`src/rtl/stump_shift_left_iter.sv`:
```
// Iterative 16-bit left shifter: LSL, ROL, RLC, one bit per clock.
// Optional abort input when STUMP_SHIFT_ABORT_EN is defined.
module stump_shift_left_iter #(
  parameter int CNT_W = 4
) (
  input  logic             clk,
  input  logic             rst,
  input  logic             start,
`ifdef STUMP_SHIFT_ABORT_EN
  input  logic             abort,
`endif
  input  logic [15:0]      operand_A,
  input  logic             c_in,
  input  logic [1:0]       shift_op,
  input  logic [CNT_W-1:0] shift_count,
  output logic             busy,
  output logic             done,
  output logic [15:0]      shift_out,
  output logic             c_out
);

  typedef enum logic [1:0] {
    IDLE  = 2'd0,
    SHIFT = 2'd1,
    DONE  = 2'd2
  } state_t;

  localparam logic [1:0] OP_NONE = 2'b00;
  localparam logic [1:0] OP_LSL  = 2'b01;
  localparam logic [1:0] OP_ROL  = 2'b10;
  localparam logic [1:0] OP_RLC  = 2'b11;

  state_t           state_q, state_nxt;
  logic [15:0]      a_q, a_nxt;
  logic             c_q, c_nxt;
  logic [CNT_W-1:0] cnt_q, cnt_nxt;
  logic [1:0]       op_q, op_nxt;
  logic             abort_req;
  logic             ld_shift;

`ifdef STUMP_SHIFT_ABORT_EN
  assign abort_req = abort;
`else
  assign abort_req = 1'b0;
`endif

  assign ld_shift = (shift_op != OP_NONE) &&
                    (shift_count != '0);

  always_comb begin
    state_nxt = state_q;
    a_nxt     = a_q;
    c_nxt     = c_q;
    cnt_nxt   = cnt_q;
    op_nxt    = op_q;
    unique case (state_q)
      IDLE: begin
        if (start) begin
          a_nxt   = operand_A;
          op_nxt  = shift_op;
          // carry only seeds RLC; trivial ops report c_out = 0
          c_nxt   = ld_shift && (shift_op == OP_RLC) && c_in;
          cnt_nxt = ld_shift ? shift_count : '0;
          state_nxt = ld_shift ? SHIFT : DONE;
        end
      end
      SHIFT: begin
        c_nxt   = a_q[15];
        cnt_nxt = cnt_q - CNT_W'(1);
        unique case (1'b1)
          (op_q == OP_LSL): a_nxt = {a_q[14:0], 1'b0};
          (op_q == OP_ROL): a_nxt = {a_q[14:0], a_q[15]};
          (op_q == OP_RLC): a_nxt = {a_q[14:0], c_q};
          default:          a_nxt = a_q;
        endcase
        if (abort_req)
          state_nxt = IDLE;
        else if (cnt_q == CNT_W'(1))
          state_nxt = DONE;
      end
      DONE: state_nxt = IDLE;
      default: state_nxt = IDLE;
    endcase
  end

  always_ff @(posedge clk or posedge rst) begin
    if (rst) begin
      state_q <= IDLE;
      a_q     <= 16'h0000;
      c_q     <= 1'b0;
      cnt_q   <= '0;
      op_q    <= OP_NONE;
    end else begin
      state_q <= state_nxt;
      a_q     <= a_nxt;
      c_q     <= c_nxt;
      cnt_q   <= cnt_nxt;
      op_q    <= op_nxt;
    end
  end

  assign busy      = (state_q == SHIFT);
  assign done      = (state_q == DONE);
  assign shift_out = a_q;
  assign c_out     = c_q;

endmodule

```
`config.mk`:
```
export PLATFORM = sky130hd
export DESIGN_NAME = stump_shift_left_iter
export DESIGN_NICKNAME = d
export VERILOG_FILES = /design/src/rtl/stump_shift_left_iter.sv
export SDC_FILE = /design/constraint.sdc
export NUM_CORES = 1
export LEC_CHECK = 0
export BUFFER_PORTS_ARGS = -buffer_cell sky130_fd_sc_hd__buf_2
export CORE_ASPECT_RATIO = 0.75
export CORE_MARGIN = 1.5
export CORE_UTILIZATION = 45
export DETAILED_ROUTE_END_ITERATION = 8
export GPL_TIMING_DRIVEN = 0
export PLACE_DENSITY = 0.84
export SKIP_LAST_GASP = 1
export SLEW_MARGIN = 10
export SYNTH_ARGS = -nofsm -noshare
export SYNTH_HDL_FRONTEND = slang
export SYNTH_SLANG_ARGS = --single-unit
```
`constraint.sdc`:
```
create_clock -name clk -period 1.7 [get_ports clk]
set_input_delay 0.17 -clock clk [delete_from_list [all_inputs] [get_ports clk]]
set_output_delay 0.17 -clock clk [all_outputs]
set_load 0.05 [all_outputs]
```
Yosys cells after proc, flatten, opt, wreduce, memory -nomap -nowiden
Cells that the tools add are included.
Widths: inputs -> output; s select.

storage, ports and cells
  bits in registers = 25
  input port bits = 26
  output and inout port bits = 19
  logic and storage cells = 39

cells by class
  add/subtract/negate cells = 1
  equality and inequality tests = 10
  mux-type cells = 12
  reduce and logical (&&, ||, !) cells = 11

operator list
  kind                 count
  $pmux 16 s3          1
  $pmux 16 s2          1
  $mux 16              1
  $eq 2x2->1 const B   4
  $mux 4               2
  $pmux 4 s2           1
  $mux 2               3
  $reduce_and 2->1     3
  $eq 2x1->1 const B   2
  $eq 4x1->1 const B   1
  $ne 4x1->1 const B   1
  $pmux 2 s2           1
  $reduce_bool 2->1    2
  $reduce_bool 4->1    1
  $sub 4x1->4 const B  1
  $logic_and 1x1->1    3
  $reduce_and 3->1     1
  $logic_not 2->1      1
  $ne 2x1->1 const B   1
  $ne 2x2->1 const B   1
  $pmux 1 s2           1
  $mux 1               1

Depth between registers and ports, before layout
Gate-level depths: netlist of the first run.

  word-level depth = 6
  gate-level depth with buffers = 6
  gate-level depth less buffers = 5

Worst setup path after synthesis of the first run
No wires, ideal clock.

  path kind = reg2reg
  start point = register state_q[1]
  end point = register a_q[10] (netlist: shift_out[10])
  setup time = 125 ps
  arrival time = 1,456 ps
  data required time = 1,575 ps
  slack = 119 ps
  stages on the path, launching flop included = 6
  buffers on the path = 2
  period minus slack after synthesis = 1,581 ps
  path through = dfrtp_1 buf_6 o21bai_2 a21oi_4 buf_4 mux2_2

on the way
  longest elaborated chain between the ends = 3
  elaborated cells between the ends (all ways) = 7
  those cells by class = 3 x eq/ne; 1 x mux; 3 x reduce/logical

ends and longest elaborated chain
  element                                              line  text
  start, declared                                      33    state_t state_q, state_nxt;
  start signal, assigned                               94    state_q <= state_nxt;
  $eq 2x1->1 or $logic_not 2->1 (tied branches)        56    unique case (state_q)
  $ne 4x1->1 (no source line) (tied with other cells)  --
  $reduce_and 3->1 (no source line)                    --
  end signal, assigned                                 95    a_q <= a_nxt;
  end, declared                                        34    logic [15:0] a_q, a_nxt;

Parallel ways exist; a longest one is shown, timed or not.
A chain may end at the register's enable or synchronous reset.

Final worst setup path of the first run
Same ends and word-level chain as after synthesis.

==> results of run 1 <==
## timing repair
| item | CTS | global route |
|---|---|---|
| setup buffers | 1 | 0 |
| setup endpoints to repair | 10 | 1 |
| resized for setup | 0 | 2 |
## routing by layer
layer	track usage	up-vias	part of all wire
li1	-	497	-
met4	0.0340	0	0.0050
met2	0.304	41	0.48
met3	0.0671	2	0.084
met5	0	-	0
met1	0.235	507	0.43
## cells in the mapped netlist
| library cell | count | area share |
|---|---|---|
| inv_1 | 4 | 0.011 |
| dfrtp_1 | 25 | 0.44 |
| o21bai_2 | 1 | 0.0080 |
| a32oi_1 | 3 | 0.019 |
| buf_4 | 1 | 0.0053 |
| a21oi_4 | 1 | 0.012 |
| a21bo_2 | 2 | 0.014 |
| nor2b_1 | 4 | 0.018 |
| mux2_1 | 1 | 0.0080 |
| ha_1 | 2 | 0.018 |
| and3_1 | 1 | 0.0044 |
| nor3b_1 | 1 | 0.0053 |
| clkbuf_1 | 2 | 0.0053 |
| or4_1 | 1 | 0.0053 |
| mux2_4 | 10 | 0.11 |
| mux2i_1 | 1 | 0.0071 |
| a21oi_1 | 4 | 0.014 |
| nand3_1 | 2 | 0.0071 |
| nor4bb_1 | 1 | 0.0071 |
| nor3_1 | 1 | 0.0035 |
| o2bb2ai_1 | 3 | 0.019 |
| o21ai_0 | 3 | 0.011 |
| buf_6 | 4 | 0.032 |
| mux2_2 | 22 | 0.18 |
| nor2_1 | 3 | 0.0080 |
| o21ba_2 | 1 | 0.0071 |
| nand2b_1 | 1 | 0.0044 |
| nand2_1 | 1 | 0.0027 |
| or2_2 | 1 | 0.0044 |
| a311oi_1 | 1 | 0.0062 |
| nand3b_1 | 1 | 0.0053 |
| a31oi_1 | 1 | 0.0044 |
## logic make-up (layout without fill, tap and decap cells)
logic type | after synthesis | in the layout | share of synthesized area
mux | 34 | 34 | 0.297
flops | 25 | 25 | 0.443
simple gates | 18 | 18 | 0.0754
compound gates | 20 | 20 | 0.113
buf+inv | 11 | 60 | 0.0532
fa+ha+maj | 2 | 2 | 0.0177
## metrics by stage
stage	hold slack (ns)	setup slack, ns	instance area (um2)	utilization
global placement	0.407	-0.00346	1680	0.568
finish	0.106	0.0622	1740	0.587
global route	0.152	0.0262	1740	0.587
detailed placement	0.435	-0.0348	1680	0.568
floorplan	0.197	0.119	1410	-
CTS	0.134	0.0134	1730	0.586
## flip-flops by register name, indices dropped and copies added (netlist names)
register	count
c_out	1
cnt_q	4
op_q	2
shift_out	16
state_q	2
## cell type report
type,count,area [um2],share of cell area
clock buffer,3,41.3,0.0238
inverter,4,15.0,0.00865
tap,38,47.5,0.0274
buffer,7,60.1,0.0346
clock inverter,1,5.00,0.00288
sequential,25,626,0.360
timing repair buffer,45,230,0.133
multi-input combinational,74,711,0.410
## placed cells by master, fill, tap and decap left out, types with 4 or more instances in the layout
master and instances:
buf_2 43, dfrtp_1 25, mux2_2 22, mux2_4 10, buf_6 4, nor2b_1 4, a21oi_1 4, inv_1 4
## how the worst max path moves through the flow
stage,startpoint,end,slack [ns],cells after the start
global route,state_q[1],shift_out[2],0.03,6
finish,state_q[1],shift_out[10],0.06,6
global placement,state_q[1],shift_out[2],-0.003,5
floorplan,state_q[1],shift_out[10],0.12,5
CTS,state_q[1],busy,0.01,6
detailed placement,state_q[1],shift_out[10],-0.03,5
## worst reg2reg max path: stages, from the launching register on
cell and delay [ns]:
dfrtp_1 0.38, buf_6 0.13, nand2b_1 0.15, buf_6 0.14
buf_6 0.15, mux2_4 0.30, mux2_2 0.26
==> metrics.txt, run 1 <==
Non-Filler Instances=between 150 and 200; total CTS buffers=3; CTS tree=done; critical path class=flop to flop; Max Cap Viol=0; CTS root buffer=clkbuf_8; fillers=240; Crit path max-delay family=multiplexers; Seq/Total Area, Yosys=0.443; status=complete, no violations; crit-path max cell delay=around 0.38 ns; die area=3480 um2; Antenna diodes=0; Yosys warnings=0; Synth Cell Area=1410 um2; worst-case clock buffer depth=2; worst reg2reg endpoint=shift_out[10]; worst path arrival time=1.80 ns; Avg Cell Area, Syn=12.8 um2; post-synthesis register bit count=25; via count=between 1000 and 1500; GPL Wtd Cong=0.906; DR vias/cell=around 5.3; CTS sink cnt=25; H-tree depth=1; drt wl/cell=14.3 um; vias in the first global route=around 1000; DR DRC count=0; Initial DRC Count=46; Gate Count Post-Synth=110; Top cell by count, worst path=buf_6; minimum clock period=1.64 ns; number of cell rows=17; clock-pin slew on the worst setup and hold paths=0.09 ns; Yosys cell types=32; r2r startpoint=state_q[1]; IO Port Bufs=44; fin crit share=0.963; Max Freq=611 MHz; Clock Latency Late Sink=0.27 ns; syn_nets=about 140; Die Y=approximately 52 um; Core Region=2960 um2; nets=188; P&R area growth vs syn=23.0%; starting density of the core=0.477; RSZ-0062 raised after global routing=no; Die Wd=67.7 um; Tot GR Track Use=0.184; crit path max-delay cell type=dfrtp_1; worst min-delay path class=primary input to async pin; io pins=45; Slew @ Worst Pin=0.955 ns; final setup fails=0; r2r setup slk=0.06 ns; Setup Skew=0.00354 ns; drt total wl=2820 um; largest net degree at the start of global routing=26; Post-CTS Hold Fix Bufs=0; drt first pass iters=4; CP Capture Type=flop; HPWL after DPL=2090 um; Slew Limit Headroom=0.363; first-pass GRT wire length=4710 um; worst-path fanout max=10; count of endpoints failing hold in the final timing report=0; worst-case reg-to-reg path depth=6; post-route ant nets=0; Total Negative Setup Slacks=0 ns; number of antenna violations at the first check in global routing=0; crit path cell chain=buf_6 -> nand2b_1 -> buf_6 -> buf_6 -> mux2_4 -> mux2_2; Critical Path Start Type=flop; layout cells sized above 1=0.579; Cells after DPL=192; grt total ovfl=0; Critical Path RT=1.86 ns; number of buffer and inverter stages on the critical path=3; pins over their slew limit=0
Power of run 1 is left out: the tool's default activity adds up to more than one toggle a clock period on the data nets, which glitch-free logic cannot reach.
==> run 2, diff against run 1 <==
- REMOVE_ABC_BUFFERS: not set -> 1
==> run 2 against run 1 <==
Utilization down 0.89 points. Critical path depth down 3. Clock skew up 0.0031 ns. Largest cell class unchanged. Fmax up 1.6%. Final cell count down 2.5%. Worst setup slack better by 0.026 ns. First-iteration DRC count down 24%. Die area unchanged. Non-clock buffer count down 6. Wire length up 5.3%. Global-route usage down 1.2 points.
==> metrics.txt, run 2 (synthesis results as in run 1) <==
CTS tree=done (unchanged); Tot GR Track Use=0.173 (was 0.184); via count=1043 (was 1047); RSZ-0062 raised after global routing=no (unchanged); Max Freq=621 MHz (was 611 MHz); clock-pin slew on the worst setup and hold paths=0.09 ns (about the same); first-pass GRT wire length=4460 um (was 4710 um); commonest non-fill, non-tap cells in the layout=44 x buf_2, 24 x dfrtp_1, 22 x mux2_2, 10 x mux2_4 (was 43 x buf_2, 25 x dfrtp_1, 22 x mux2_2, 10 x mux2_4); final worst slack=0.0886 ns (was 0.0622 ns); number of buffer and inverter stages on the critical path=0 (was 3); DR vias/cell=5.43 (was 5.31); IO Port Bufs=44 (unchanged); worst slack, placed=-0.654 ns (was -0.0348 ns); count of endpoints failing hold in the final timing report=0 (unchanged); layout cells sized above 1=0.584 (was 0.579); worst-case reg-to-reg path depth=3 (was 6); io pins=45 (unchanged); Die Y=51.5 um (unchanged); crit path max-delay cell type=dfrtp_1 (unchanged); Core Region=2960 um2 (unchanged); worst-path fanout max=12 (was 10); Crit path max-delay family=multiplexers (unchanged); status=complete, no violations (unchanged); total CTS buffers=3 (unchanged); final setup fails=0 (unchanged); CTS sink cnt=25 (unchanged); grt total ovfl=0 (unchanged); number of antenna violations at the first check in global routing=0 (unchanged); HPWL after DPL=2110 um (was 2090 um); largest net degree at the start of global routing=26 (unchanged); drt first pass iters=4 (unchanged); H-tree depth=1 (unchanged); worst path arrival time=1.76 ns (was 1.80 ns); Antenna diodes=0 (unchanged); pins over their slew limit=0 (unchanged); nets=183 (was 188); minimum clock period=1.61 ns (was 1.64 ns); die area=3480 um2 (unchanged); Die Wd=67.7 um (unchanged); critical path class=flop to flop (unchanged); number of cell rows=17 (unchanged); worst min-delay path class=primary input to async pin (unchanged); P&R area growth vs syn=21.1% (was 23.0%); Slew @ Worst Pin=0.928 ns (was 0.955 ns); Slew Limit Headroom=0.380 (was 0.363); DR DRC count=0 (unchanged); number of flip-flops under the largest register name=16 (unchanged); GPL Wtd Cong=0.810 (was 0.906); fin crit share=0.948 (was 0.963); post-route ant nets=0 (unchanged); CTS root buffer=clkbuf_8 (unchanged); drt total wl=2960 um (was 2820 um); Worst path depth=3 (was 6); starting density of the core=0.477 (unchanged); crit path cell chain=nand2b_2 -> mux2_4 -> mux2_2 (was buf_6 -> nand2b_1 -> buf_6 -> buf_6 -> mux2_4 -> mux2_2); Post-CTS Hold Fix Bufs=0 (unchanged); drt wl/cell=15.4 um (was 14.3 um); Total Negative Setup Slacks=0 ns (unchanged); crit-path max cell delay=0.52 ns (was 0.38 ns); CP Capture Type=flop (unchanged); vias in the first global route=1027 (was 1024); Critical Path RT=1.85 ns (was 1.86 ns); Initial DRC Count=35 (was 46); Max Cap Viol=0 (unchanged); Critical Path Start Type=flop (unchanged); commonest non-fill, non-tap cell in the layout=buf_2 (unchanged); Setup Skew=0.00668 ns (was 0.00354 ns); Clock Latency Late Sink=0.26 ns (was 0.27 ns); worst-case clock buffer depth=2 (unchanged)
-- run 2: layout make-up --
class | count | area (um2)
clock buffers | 4 | 45.0
inverters | 4 | 15.0
well taps | 38 | 47.5
repair buffers | 46 | 248
flip-flops and latches | 25 | 627
multi-input cells | 75 | 727
fillers | 237 | 1250
-- run 2: worst register-to-register path, stage by stage (launching register included) --
cell and delay [ns]:
dfrtp_1 0.52, nand2b_2 0.39, mux2_4 0.33, mux2_2 0.26
-- run 2: worst paths after layout --
kind | slack, ns | end | startpoint
max | 0.09 | shift_out[4] | state_q[1]
min | 0.10 | cnt_q[2] | rst
max reg2reg | 0.09 | shift_out[4] | state_q[1]
min reg2reg | 0.53 | cnt_q[3] | cnt_q[3]
max in group asynchronous | 0.98 | state_q[0] | rst
min in group clk | 0.16 | op_q[0] | shift_op[0]
-- run 2: layer usage --
layer	routed length, um	vias to the layer above	global-route usage
li1	-	495	-
met1	1300	515	0.206
met2	1500	31	0.304
met3	137	2	0.0455
met4	21	0	0.0510
met5	0	-	0
-- run 2: stage by stage --
stage	area, um2	hold slack [ns]	instances	utilization
after global routing	1710	0.167	192	0.578
after detailed placement	1620	0.427	185	0.548
final	1710	0.100	192	0.578
after floorplan	1350	0.197	103	-
after global placement	1620	0.423	185	0.548
after CTS	1700	0.137	191	0.575
-- run 2: repair_timing --
item,4_1_cts,5_1_grt
resized for setup,3,0
setup endpoints to repair,22,16
cloned,0,1
buffers inserted,2,0
Power of run 2 is left out for the same reason.
